$ cat src/rtl/victim_buffer_pkg.sv
// Shared types and default sizing for the victim buffer controller.
package victim_buffer_pkg;

  localparam int DEF_NUM_WAYS   = 4;
  localparam int DEF_TAG_WIDTH  = 27;
  localparam int DEF_LINE_WIDTH = 256;

  typedef enum logic [2:0] {
    IDLE,
    LOOKUP,
    WRITEBACK,
    FETCH,
    RESP
  } state_t;

  typedef logic [DEF_TAG_WIDTH-1:0]  tag_t;
  typedef logic [DEF_LINE_WIDTH-1:0] line_t;

endpackage

$ cat src/rtl/victim_buffer_control_lru.sv
// Age-based LRU tracker: a touched way becomes youngest, younger ways age by one.
module victim_lru #(
  parameter  int NUM_WAYS = 4,
  localparam int IW       = $clog2(NUM_WAYS)
) (
  input  logic          clk,
  input  logic          rst,
  input  logic          touch,
  input  logic [IW-1:0] touch_way,
  output logic [IW-1:0] lru_way
);

  logic [IW-1:0] age [NUM_WAYS];

  always_ff @(posedge clk or posedge rst) begin
    if (rst) begin
      for (int i = 0; i < NUM_WAYS; i++) age[i] <= IW'(i);
    end else if (touch) begin
      for (int i = 0; i < NUM_WAYS; i++) begin
        if (i == int'(touch_way))
          age[i] <= '0;
        else if (age[i] < age[touch_way])
          age[i] <= age[i] + 1'b1;
      end
    end
  end

  // Ages stay a permutation, so exactly one way carries the oldest age.
  always_comb begin
    lru_way = '0;
    for (int i = 0; i < NUM_WAYS; i++)
      if (age[i] == IW'(NUM_WAYS - 1)) lru_way = IW'(i);
  end

endmodule

$ cat src/rtl/victim_buffer_control.sv
// Fully-associative victim buffer swap controller with pmem writeback/fetch.
// Optional statistics counters enabled by defining VICTIM_BUFFER_STATS_EN.
module victim_buffer_control
  import victim_buffer_pkg::*;
#(
  parameter int NUM_WAYS   = DEF_NUM_WAYS,
  parameter int TAG_WIDTH  = DEF_TAG_WIDTH,
  parameter int LINE_WIDTH = DEF_LINE_WIDTH
) (
  input  logic                  clk,
  input  logic                  rst,
  input  logic                  swap_req,
  input  logic [TAG_WIDTH-1:0]  swap_tag,
  input  logic                  evict_valid,
  input  logic                  evict_dirty,
  input  logic [TAG_WIDTH-1:0]  evict_tag,
  input  logic [LINE_WIDTH-1:0] evict_data,
  output logic                  swap_resp,
  output logic                  swap_hit,
  output logic [LINE_WIDTH-1:0] swap_data,
  output logic                  pmem_read,
  output logic                  pmem_write,
  output logic [TAG_WIDTH-1:0]  pmem_addr,
  output logic [LINE_WIDTH-1:0] pmem_wdata,
  input  logic [LINE_WIDTH-1:0] pmem_rdata,
  input  logic                  pmem_resp,
  output logic [31:0]           hit_count,
  output logic [31:0]           miss_count,
  output logic [31:0]           wb_count
);

  localparam int IW = $clog2(NUM_WAYS);

  state_t state, state_nxt;

  logic [TAG_WIDTH-1:0]  req_tag, ev_tag;
  logic                  ev_valid, ev_dirty;
  logic [LINE_WIDTH-1:0] ev_data;

  logic [NUM_WAYS-1:0]   way_valid, way_dirty;
  logic [TAG_WIDTH-1:0]  way_tag  [NUM_WAYS];
  logic [LINE_WIDTH-1:0] way_data [NUM_WAYS];

  logic [IW-1:0] target, hit_way, free_way, lru_way, victim;
  logic          hit, has_free, install;

  // Descending scan leaves the lowest-index match/free way as the result.
  always_comb begin
    hit      = 1'b0;
    hit_way  = '0;
    has_free = 1'b0;
    free_way = '0;
    for (int i = NUM_WAYS - 1; i >= 0; i--) begin
      if (way_valid[i] && (way_tag[i] == req_tag)) begin
        hit     = 1'b1;
        hit_way = IW'(i);
      end
      if (!way_valid[i]) begin
        has_free = 1'b1;
        free_way = IW'(i);
      end
    end
  end

  assign victim = has_free ? free_way : lru_way;

  always_ff @(posedge clk or posedge rst) begin
    if (rst) state <= IDLE;
    else     state <= state_nxt;
  end

  always_comb begin
    state_nxt  = state;
    swap_resp  = 1'b0;
    pmem_read  = 1'b0;
    pmem_write = 1'b0;
    pmem_addr  = '0;
    pmem_wdata = '0;
    install    = 1'b0;
    unique case (state)
      IDLE:      if (swap_req) state_nxt = LOOKUP;
      LOOKUP: begin
        if (hit)
          state_nxt = RESP;
        else if (way_valid[victim] && way_dirty[victim])
          state_nxt = WRITEBACK;
        else
          state_nxt = FETCH;
      end
      WRITEBACK: begin
        pmem_write = 1'b1;
        pmem_addr  = way_tag[target];
        pmem_wdata = way_data[target];
        if (pmem_resp) state_nxt = FETCH;
      end
      FETCH: begin
        pmem_read = 1'b1;
        pmem_addr = req_tag;
        if (pmem_resp) state_nxt = RESP;
      end
      RESP: begin
        swap_resp = 1'b1;
        install   = ev_valid;
        state_nxt = IDLE;
      end
      default:   state_nxt = IDLE;
    endcase
  end

  always_ff @(posedge clk or posedge rst) begin
    if (rst) begin
      req_tag   <= '0;
      ev_valid  <= 1'b0;
      ev_dirty  <= 1'b0;
      ev_tag    <= '0;
      ev_data   <= '0;
      target    <= '0;
      swap_hit  <= 1'b0;
      swap_data <= '0;
      way_valid <= '0;
      way_dirty <= '0;
    end else begin
      unique case (state)
        IDLE: if (swap_req) begin
          req_tag  <= swap_tag;
          ev_valid <= evict_valid;
          ev_dirty <= evict_dirty;
          ev_tag   <= evict_tag;
          ev_data  <= evict_data;
        end
        LOOKUP: begin
          swap_hit <= hit;
          target   <= hit ? hit_way : victim;
          if (hit) swap_data <= way_data[hit_way];
        end
        FETCH: if (pmem_resp) swap_data <= pmem_rdata;
        RESP: begin
          way_valid[target] <= ev_valid;
          way_dirty[target] <= ev_valid & ev_dirty;
        end
        default: ;
      endcase
    end
  end

  // Line storage needs no reset; validity alone gates its use.
  always_ff @(posedge clk) begin
    if (state == RESP && ev_valid) begin
      way_tag[target]  <= ev_tag;
      way_data[target] <= ev_data;
    end
  end

  victim_lru #(.NUM_WAYS(NUM_WAYS)) u_lru (
    .clk       (clk),
    .rst       (rst),
    .touch     (install),
    .touch_way (target),
    .lru_way   (lru_way)
  );

`ifdef VICTIM_BUFFER_STATS_EN
  always_ff @(posedge clk or posedge rst) begin
    if (rst) begin
      hit_count  <= '0;
      miss_count <= '0;
      wb_count   <= '0;
    end else if (state == LOOKUP) begin
      if (hit && hit_count != 32'hFFFF_FFFF)
        hit_count <= hit_count + 32'd1;
      if (!hit && miss_count != 32'hFFFF_FFFF)
        miss_count <= miss_count + 32'd1;
      if (state_nxt == WRITEBACK && wb_count != 32'hFFFF_FFFF)
        wb_count <= wb_count + 32'd1;
    end
  end
`else
  assign hit_count  = '0;
  assign miss_count = '0;
  assign wb_count   = '0;
`endif

endmodule

$ cat config.mk
export PLATFORM = sky130hd
export DESIGN_NAME = victim_buffer_control
export DESIGN_NICKNAME = d
export VERILOG_FILES = /design/src/rtl/victim_buffer_pkg.sv /design/src/rtl/victim_buffer_control_lru.sv /design/src/rtl/victim_buffer_control.sv
export SDC_FILE = /design/constraint.sdc
export NUM_CORES = 2
export LEC_CHECK = 0
export CAP_MARGIN = 0
export CORE_AREA = 5 5 473 475
export DETAILED_ROUTE_END_ITERATION = 6
export DIE_AREA = 0 0 478 480
export PLACE_DENSITY_LB_ADDON = 0.05
export SYNTH_ARGS = -nofsm -noshare
export SYNTH_HDL_FRONTEND = slang
export SYNTH_SLANG_ARGS = --single-unit
export TNS_END_PERCENT = 20
$ cat constraint.sdc
create_clock -name clk -period 22.2 [get_ports clk]
set_input_delay 2.22 -clock clk [delete_from_list [all_inputs] [get_ports clk]]
set_output_delay 2.22 -clock clk [all_outputs]
set_load 0.02 [all_outputs]
==> summary.txt <==
Status
  – Status: finished clean

Cells and area
  – Most common cell after layout, fill and taps aside: edfxtp_1
  – Fill cells: 19621
  – Area grow syn2layout: 25.3%
  – Final Instance Area: 99200 um2
  – Proportion of layout cells with a drive suffix above 1: 0.229
  – Final net count: 7000
  – Most frequent cells in the layout: edfxtp_1 (1132), clkdlybuf4s50_1 (1114), mux2_2 (829)

Place
  – PortBufs: 1114
  – HPWL after DPL: 187 mm
  – Setup slack at placement: 15.62 ns
  – Placed cell areas: 92600 um2
  – Placer Congestion: 0.804

Timing
  – Relative slew slack: 0.169
  – Clk_skew: 0.0455 ns
  – Final setup vio count: 0
  – RSZ-0062 raised after global routing: false
  – Crit path time final: 7.37 ns
  – Crit share post-route: 0.332
  – Final hold vios: 0
  – Final worst slack: 14.83 ns
  – Worst-Margin Slew: 1.25 ns
  – Setup TNS: 0 ns
  – Fmax: 0.136 GHz
  – Max-slew violation count: 0

GRT
  – GRT Max-Usage Layer: met2
  – Grt met3 use: 0.0476
  – Met2 GRT Util: 0.411
  – Initial antenna violation count: 73
  – Largest net degree at the start of global routing: 146
  – Vias in the first global route: 53384
  – First-pass GRT wire length: 418 mm
  – GRT Util Overall: 0.251
  – Overflow after GRT: 0
  – Met1 GRT Util: 0.334

Worst setup path
  – Worst path slowest cell: dfrtp_4
  – WS Path Type: register to primary output
  – Slowest stage delay, CP: 1.09 ns
  – Crit path cell chain: buf_4 > buf_4 > mux4_2 > and2_1 > clkdlybuf4s50_1
  – Crit path launch type: register
  – Crit path DAT: 5.15 ns
  – Critical path buffers and inverters: 3
  – Crit Path Max Fanout: 55
  – Req. time, crit path: 19.98 ns
  – CP Capture Type: primary output
  – Top cell family by delay on the critical path: buffers and inverters
  – Most frequent CP cell: buf_4

Clocking
  – Clk buf depth: 3
  – TritonCTS clock tree: yes
  – Hold buffer count at cts: 0
  – Clock Latency Late Sink: 0.84 ns
  – Number of CTS-inserted buffers: 196
  – H-tree Lvls: 4
  – Root buffer cell: clkbuf_16
  – # Post-CTS Setup Buffers: 0
  – Post-cts sizing count: 0
  – Clk slew on worst S/H paths: 0.06 ns
  – Clock sink total: 1722

Power and ir drop
  – Pwr Density: 129 nW/um2
  – Maximum vdd ir drop: 0.109 mV
  – Pleak: 34.9 nW

Detailed routing
  – Post-Route WL: 298 mm
  – DRC viols: 0
  – DR iter-0 viols: 4265
  – Pre-antenna DRT Iters: 7
  – Antenna-violating nets left: 0
  – Via count: 52297
  – WL per Instance: 31.3 um
  – Vias per cell: 5.50

Yosys
  – Post-synthesis sequential area ratio: 0.616
  – Post-Syn Area: 79200 um2
  – Post-synth ARST share: 0.343
  – Syn Area/Cell: 14.5 um2
  – Synth Register Bits: 1722
  – Ys flop type: edfxtp_1
  – Synth Warn #: 0
  – Library cells used by synthesis: 51
  – EDFF count, synth: 1132
  – Cells after Synth: 5469

Floorplanning
  – Die height: 480 um
  – Die Area: 229000 um2
  – Initial Util: 0.362
  – Core Area: 219000 um2
  – IO Count: 1211
  – Standard-cell rows: 172
  – Die Wd: 478 um

Flow run
  – Max Cap Viol: 0

Min path
  – Min-delay worst type: register to register
==> worst register-to-register path, stage by stage (launching register included) <==
cell and delay (ns):
dfrtp_1 0.47, xnor2_1 0.38, nand4_1 0.13, or4_1 0.59
o211ai_4 0.20, buf_12 0.63, buf_4 0.91, buf_4 0.91
buf_4 1.00, mux2_2 0.52, o21ai_0 0.17, o21ai_1 0.12
mux2_2 0.28
==> where the power goes <==
group	leakage (nW)	switching, mW	internal, mW
Sequential	17.2	0.660	4.33
Clock	3.18	1.34	1.94
Combinational	14.5	2.44	2.09
==> stage by stage <==
| stage | hold WS, ns | power, mW | cells | util |
|---|---|---|---|---|
| 2_1_floorplan | 0.472 | 7.40 | 5564 | - |
| 3_3_place_gp | 0.486 | 9.60 | 9094 | 0.423 |
| 3_5_place_dp | 0.492 | 9.64 | 9094 | 0.423 |
| 4_1_cts | 0.490 | 13.0 | 9466 | 0.453 |
| 5_1_grt | 0.511 | 13.3 | 9495 | 0.453 |
| 6_report | 0.484 | 12.8 | 9506 | 0.453 |
==> per-layer routing <==
layer / part of all wire / up-vias
met1: 0.42 / 27479
met2: 0.48 / 1926
met4: 0.037 / 16
li1: - / 22464
met3: 0.063 / 412
met5: 0.00033 / -
==> cells by family (layout without fill, tap and decap cells) <==
kind of cell	count (synthesis)	count (layout)	synth area share
mux	1114	1114	0.199
flops	1722	1722	0.616
compound gates	1090	1090	0.0870
simple gates	617	617	0.0393
other cells	1	136	0.0000474
buf+inv	810	1841	0.0459
fa+ha+maj	7	7	0.00111
xor+xnor	108	108	0.0119
==> sequential cells by signal, summed over array words and instances (netlist names) <==
signal	cells
way_data	1024
ev_data	256
swap_data	256
way_tag	108
ev_tag	27
req_tag	27
u_lru.age	8
way_dirty	4
way_valid	4
state	3
target	2
ev_dirty	1
ev_valid	1
swap_hit	1
==> worst paths after layout <==
kind | slack [ns] | end | start | cells past startpoint
hold / removal | 0.48 | way_data[1][76] | ev_data[76] | 0
hold reg to reg | 0.48 | way_data[1][76] | ev_data[76] | 0
setup reg to reg | 15.78 | swap_data[110] | req_tag[1] | 12
setup / recovery | 14.83 | pmem_wdata[156] | target[1] | 5
max in group asynchronous | 16.73 | swap_data[22] | rst | 6
min in group asynchronous | 1.99 | swap_data[159] | rst | 2
==> layout make-up <==
cell class	instances	area, um2	area share
multi-input cells	3032	27200	0.274
flip-flops and latches	1722	48800	0.492
inverters	266	1020	0.0103
clock buffers	294	5710	0.0576
repair buffers	1203	12000	0.121
clock inverters	78	820	0.00826
well taps	2871	3590	0.0362
diodes	40	100	0.00101
==> cells in the mapped netlist (27+ instances only) <==
cell type	number	share of area
edfxtp_1	1132	0.43
mux2_2	829	0.12
dfrtp_1	586	0.19
a211oi_1	514	0.049
o21ai_0	389	0.025
nand2_1	285	0.014
mux4_2	284	0.081
inv_1	265	0.013
and2_1	259	0.020
clkbuf_1	256	0.012
buf_2	140	0.0088
o21ai_1	138	0.0087
buf_4	108	0.010
xnor2_1	81	0.0090
buf_1	38	0.0018
xor2_1	27	0.0030
No activity file was read; power rests on OpenSTA's default activity.
